--- src/rtl/wash_pkg.sv ---
// Shared state encoding and default timing for the timed wash sequencer.
package wash_pkg;

  localparam logic [2:0] ST_IDLE  = 3'd0;
  localparam logic [2:0] ST_SOAK  = 3'd1;
  localparam logic [2:0] ST_WASH  = 3'd2;
  localparam logic [2:0] ST_RINSE = 3'd3;
  localparam logic [2:0] ST_SPIN  = 3'd4;
  localparam logic [2:0] ST_PAUSE = 3'd5;
  localparam logic [2:0] ST_DONE  = 3'd6;

  typedef enum logic [2:0] {
    IDLE  = ST_IDLE,
    SOAK  = ST_SOAK,
    WASH  = ST_WASH,
    RINSE = ST_RINSE,
    SPIN  = ST_SPIN,
    PAUSE = ST_PAUSE,
    DONE  = ST_DONE
  } wash_state_t;

  localparam int DEF_T_SOAK  = 8;
  localparam int DEF_T_WASH  = 12;
  localparam int DEF_T_RINSE = 10;
  localparam int DEF_T_SPIN  = 6;
  localparam int DEF_PRICE   = 2;

  function automatic logic is_run_phase(input wash_state_t s);
    return (s == SOAK) || (s == WASH) || (s == RINSE) || (s == SPIN);
  endfunction

endpackage

--- src/rtl/wash_phase_timer.sv ---
// Loadable down-counter for phase durations; holds while paused and stops at zero.
module wash_phase_timer #(
  parameter int CNT_W = 16
) (
  input  logic             clk,
  input  logic             reset,
  input  logic             load,
  input  logic [CNT_W-1:0] load_val,
  input  logic             hold,
  output logic [CNT_W-1:0] count,
  output logic             zero
);

  always_ff @(posedge clk or posedge reset) begin
    if (reset) begin
      count <= '0;
    end else if (load) begin
      count <= load_val;
    end else if (!hold && (count != '0)) begin
      count <= count - 1'b1;
    end
  end

  assign zero = (count == '0);

endmodule

--- src/rtl/wash_ctrl_timed.sv ---
// Coin-operated washer sequencer: credit, SOAK/(WASH/RINSE)xN/SPIN phases, lid pause, done pulse.
module wash_ctrl_timed
  import wash_pkg::*;
#(
  parameter int CNT_W   = 16,
  parameter int T_SOAK  = DEF_T_SOAK,
  parameter int T_WASH  = DEF_T_WASH,
  parameter int T_RINSE = DEF_T_RINSE,
  parameter int T_SPIN  = DEF_T_SPIN,
  parameter int PRICE   = DEF_PRICE,
  parameter int CRED_W  = 3,
  parameter int MAX_CYC = 3,
  parameter int CYC_W   = 2
) (
  input  logic              clk,
  input  logic              reset,
  input  logic              moeda,
  input  logic              lid_r,
  input  logic [CYC_W-1:0]  n_ciclos,
  output logic              molho,
  output logic              lavar,
  output logic              enxague,
  output logic              centrifugar,
  output logic              pausar,
  output logic              parada,
  output logic [CRED_W-1:0] credito,
  output logic [CNT_W-1:0]  fase_restante
);

  wash_state_t       state, next_state, ret_phase;
  logic [CYC_W-1:0]  cyc_left, cyc_init;
  logic              start;
  logic              t_load, t_hold, t_zero;
  logic [CNT_W-1:0]  t_val, t_count;

  wash_phase_timer #(.CNT_W(CNT_W)) u_timer (
    .clk      (clk),
    .reset    (reset),
    .load     (t_load),
    .load_val (t_val),
    .hold     (t_hold),
    .count    (t_count),
    .zero     (t_zero)
  );

  // Requested repetitions clamped into 1..MAX_CYC.
  always_comb begin
    if (n_ciclos == '0)
      cyc_init = CYC_W'(1);
    else if (n_ciclos > CYC_W'(MAX_CYC))
      cyc_init = CYC_W'(MAX_CYC);
    else
      cyc_init = n_ciclos;
  end

  always_comb begin
    next_state = state;
    start      = 1'b0;
    t_load     = 1'b0;
    t_hold     = 1'b0;
    t_val      = '0;
    case (state)
      IDLE: begin
        if ((credito == CRED_W'(PRICE)) && !lid_r) begin
          start      = 1'b1;
          next_state = SOAK;
          t_load     = 1'b1;
          t_val      = CNT_W'(T_SOAK - 1);
        end
      end
      SOAK, WASH, RINSE, SPIN: begin
        // Lid wins over expiry: the timer freezes and the phase is resumed later.
        if (lid_r) begin
          next_state = PAUSE;
          t_hold     = 1'b1;
        end else if (t_zero) begin
          t_load = 1'b1;
          case (state)
            SOAK: begin
              next_state = WASH;
              t_val      = CNT_W'(T_WASH - 1);
            end
            WASH: begin
              next_state = RINSE;
              t_val      = CNT_W'(T_RINSE - 1);
            end
            RINSE: begin
              if (cyc_left > CYC_W'(1)) begin
                next_state = WASH;
                t_val      = CNT_W'(T_WASH - 1);
              end else begin
                next_state = SPIN;
                t_val      = CNT_W'(T_SPIN - 1);
              end
            end
            default: begin
              next_state = DONE;
              t_load     = 1'b0;
            end
          endcase
        end
      end
      PAUSE: begin
        t_hold = 1'b1;
        if (!lid_r)
          next_state = ret_phase;
      end
      DONE:    next_state = IDLE;
      default: next_state = IDLE;
    endcase
  end

  always_ff @(posedge clk or posedge reset) begin
    if (reset) begin
      state     <= IDLE;
      ret_phase <= IDLE;
      credito   <= '0;
      cyc_left  <= '0;
    end else begin
      state <= next_state;
      if ((next_state == PAUSE) && (state != PAUSE))
        ret_phase <= state;
      if (start) begin
        credito  <= '0;
        cyc_left <= cyc_init;
      end else if ((state == IDLE) && moeda && (credito < CRED_W'(PRICE))) begin
        credito <= credito + 1'b1;
      end
      if ((state == RINSE) && (next_state == WASH))
        cyc_left <= cyc_left - 1'b1;
    end
  end

  assign molho         = (state == SOAK);
  assign lavar         = (state == WASH);
  assign enxague       = (state == RINSE);
  assign centrifugar   = (state == SPIN);
  assign pausar        = (state == PAUSE);
  assign parada        = (state == DONE);
  assign fase_restante = (is_run_phase(state) || (state == PAUSE)) ? t_count : '0;

endmodule
--- config.mk ---
export PLATFORM = sky130hd
export DESIGN_NAME = wash_ctrl_timed
export DESIGN_NICKNAME = d
export VERILOG_FILES = /design/src/rtl/wash_pkg.sv /design/src/rtl/wash_phase_timer.sv /design/src/rtl/wash_ctrl_timed.sv
export SDC_FILE = /design/constraint.sdc
export NUM_CORES = 1
export LEC_CHECK = 0
export CORE_MARGIN = 1.5
export CORE_UTILIZATION = 40
export DETAILED_ROUTE_END_ITERATION = 7
export GPL_ROUTABILITY_DRIVEN = 0
export PLACE_DENSITY_LB_ADDON = 0.25
export SLEW_MARGIN = 20
export SYNTH_ARGS = -nofsm -noshare
export SYNTH_HDL_FRONTEND = slang
export SYNTH_SLANG_ARGS = --single-unit
--- constraint.sdc ---
create_clock -name clk -period 6.05 [get_ports clk]
set_clock_uncertainty 0.15 [all_clocks]
set_input_delay 1.815 -clock clk [delete_from_list [all_inputs] [get_ports clk]]
set_output_delay 1.815 -clock clk [all_outputs]
set_load 0.01 [all_outputs]
==> flow_metrics.env <==
export IMPL_die_h_um=70.0
export IMPL_numPlacedInstances=276
export IMPL_antenna_left=0
export IMPL_num_antenna_cells=0
export IMPL_core_area_um2=4320
export IMPL_post_cts_setup_buffers=0
export IMPL_fin_ws_ps=1710
export IMPL_yosysSeqAreaShare=0.376
export IMPL_clockRootBuffer="clkbuf_8"
export IMPL_cts_buffer_depth=2
export IMPL_holdWs_ps=368
export IMPL_areaGrowthSynthToFinish_pct=20.6
export IMPL_netlist_instances=205
export IMPL_fin_area_um2=2160
export IMPL_placed_area_um2=2120
export IMPL_numClockSinks=27
export IMPL_clock_latency_ps=270
export IMPL_holdBufCountCts=0
export IMPL_cts_tree="done"
export IMPL_leakage_nw=0.878
export IMPL_drv_cap=0
export IMPL_register_area_um2=676
export IMPL_final_common_cell="clkdlybuf4s50_1"
export IMPL_cp_arrival_ps=2370
export IMPL_ff2ff_path_depth=7
export IMPL_drcViolationCount=0
export IMPL_grt_first_pass_wirelength_um=6580
export IMPL_start_util=0.415
export IMPL_multiInputGateArea_um2=1050
export IMPL_cp_slowest_stage_delay_ps=680
export IMPL_async_reset_ff_frac=1.00
export IMPL_grt_use_total=0.162
export IMPL_cp_top_family="flip-flops"
export IMPL_ys_types=52
export IMPL_grt_pass1_vias=1442
export IMPL_boundaryPins=31
export IMPL_first_iter_violations=107
export IMPL_drtPass1Iterations=4
export IMPL_cellPowerDensity_nw_per_um2=507
export IMPL_synth_edf_count=0
export IMPL_critPathLaunch="state[2]"
export IMPL_path_clk_slew_ps=90
export IMPL_slew_headroom=0.595
export IMPL_antenna_found_initial=0
export IMPL_worstPathCellList="nor3_1 -> a21oi_2 -> and2_2 -> clkdlybuf4s50_1"
export IMPL_die_w_um=70.0
export IMPL_wl_per_cell_um=13.5
export IMPL_grt_start_max_net_pins=28
export IMPL_yosys_area_top_type="dfrtp_1"
export IMPL_critPathMaxFanout=18
export IMPL_syn_cell_area_um2=1800
export IMPL_worst_setup_path_start_kind="flip-flop"
export IMPL_cts_made_buffers=3
export IMPL_outcome="complete, no violations"
export IMPL_layout_drive_gt1_share=0.105
export IMPL_dp_slack_ps=1620
export IMPL_grt_overflow_total=0
export IMPL_ys_ff_latch=27
export IMPL_ir_drop_mv=0.252
export IMPL_fillers=450
export IMPL_yosys_top_cells_area="dfrtp_1 (38%), and2_1 (5.6%), a21oi_1 (3.9%)"
export IMPL_fin_cells=280
export IMPL_cp_end_kind="output port"
export IMPL_port_buffers=30
export IMPL_crit_path_top_delay_cell="dfrtp_1"
export IMPL_period_share=0.717
export IMPL_dieArea_um2=4900
export IMPL_layout_nets=240
export IMPL_worst_slew_pin_slew_ps=605
export IMPL_syn_area_per_cell_um2=8.76
export IMPL_synth_fp_nets=216
export IMPL_std_cell_rows=24
export IMPL_setup_viol=0
export IMPL_critPathRequiredTime_ps=4090
export IMPL_slew_violations=0
export IMPL_vias=1565
export IMPL_path_depth=4
export IMPL_wirelength_um=3780
export IMPL_yosysWarnings=0
export IMPL_synth_top_area_share=0.376
export IMPL_fmax_mhz=231
export IMPL_hold_violations=0
export IMPL_critPathKind="flip-flop to output port"
export IMPL_final_cell_mix="clkdlybuf4s50_1 (30), dfrtp_1 (27), and2_1 (16)"
export IMPL_min_period_ps=4340
export IMPL_dp_hpwl_um=2630
export IMPL_via_per_inst=5.59
export IMPL_htreeDepth=1
export IMPL_hp_class="flip-flop to flip-flop"
export IMPL_crit_buf_inv=1
export IMPL_cts_resized=0
export IMPL_worst_hold_startpoint="cyc_left[0]"
export IMPL_setup_tns_ps=0
export IMPL_rsz0062_at_grt="no"
export IMPL_synth_main_ff_cell="dfrtp_1"
export IMPL_whs_path_depth=1
export IMPL_timing_rr_start="u_timer.count[0]"
[final cells by class]
type | count | area share
repair buffers | 30 | 0.139
clock buffers | 4 | 0.0208
flip-flops and latches | 27 | 0.312
multi-input cells | 159 | 0.484
inverters | 8 | 0.0139
well taps | 52 | 0.0301
[worst paths after layout]
kind	slack (ps)	end
min in group asynchronous	1760	u_timer.count[14]
worst min register to register	370	cyc_left[0]
worst max register to register	3470	u_timer.count[2]
max in group asynchronous	3610	u_timer.count[0]
worst min-delay path	370	cyc_left[0]
worst max-delay path	1710	fase_restante[10]
[registers in the layout, indices dropped and copies added, names as in the netlist]
| register | flops |
|---|---|
| cyc_left | 2 |
| state | 3 |
| u_timer.count | 16 |
| credito | 3 |
| ret_phase | 3 |
[Yosys cell counts (3+ instances only)]
library cell	count
nand2_1	14
o21ai_0	11
o21ai_1	5
or4_1	4
or2_2	3
inv_1	7
nand3_1	3
and2_1	16
and3_1	4
nor2_1	15
xnor2_1	3
clkbuf_1	7
or3_1	8
buf_2	3
or4_4	3
dfrtp_1	27
o21a_1	3
nor3_1	10
a21oi_1	14
o31ai_1	3
ha_1	5
[power breakdown]
| group | total [mW] | leakage [nW] | internal (mW) | switching (mW) |
|---|---|---|---|---|
| registers | 0.374 | 0.341 | 0.260 | 0.114 |
| logic | 0.620 | 0.514 | 0.319 | 0.301 |
| clock network | 0.103 | 0.0228 | 0.0472 | 0.0560 |
[metrics by stage]
stage | util | total power [mW]
6_report | 0.501 | 1.10
4_1_cts | 0.500 | 1.11
2_1_floorplan | - | 0.775
3_3_place_gp | 0.489 | 0.985
5_1_grt | 0.501 | 1.20
3_5_place_dp | 0.489 | 0.997
[routing by layer]
layer / vias to the layer above / global-route usage / routed length [µm]
met4: 0 / 0.0321 / 19
met2: 39 / 0.280 / 1800
met5: - / 0 / 0
met1: 739 / 0.209 / 1810
met3: 2 / 0.0346 / 151
li1: 785 / - / -
[worst register-to-register path, delay by kind of cell (launching register included)]
family	cells	cell delay, ps
simple gates	2	990
compound gates	3	700
flops	1	400
fa+ha+maj	1	170
buf+inv	1	110
[cell families after synthesis]
group / after synthesis / synth area share
multiplexers: 1 / 0.00558
AND/OR/NAND/NOR: 99 / 0.337
buffers and inverters: 19 / 0.0418
flip-flops: 27 / 0.376
XOR/XNOR: 4 / 0.0195
adder cells (fa/ha/maj): 5 / 0.0348
AO/OA/AOI/OAI: 50 / 0.185
(Power assumes the default switching activity.)
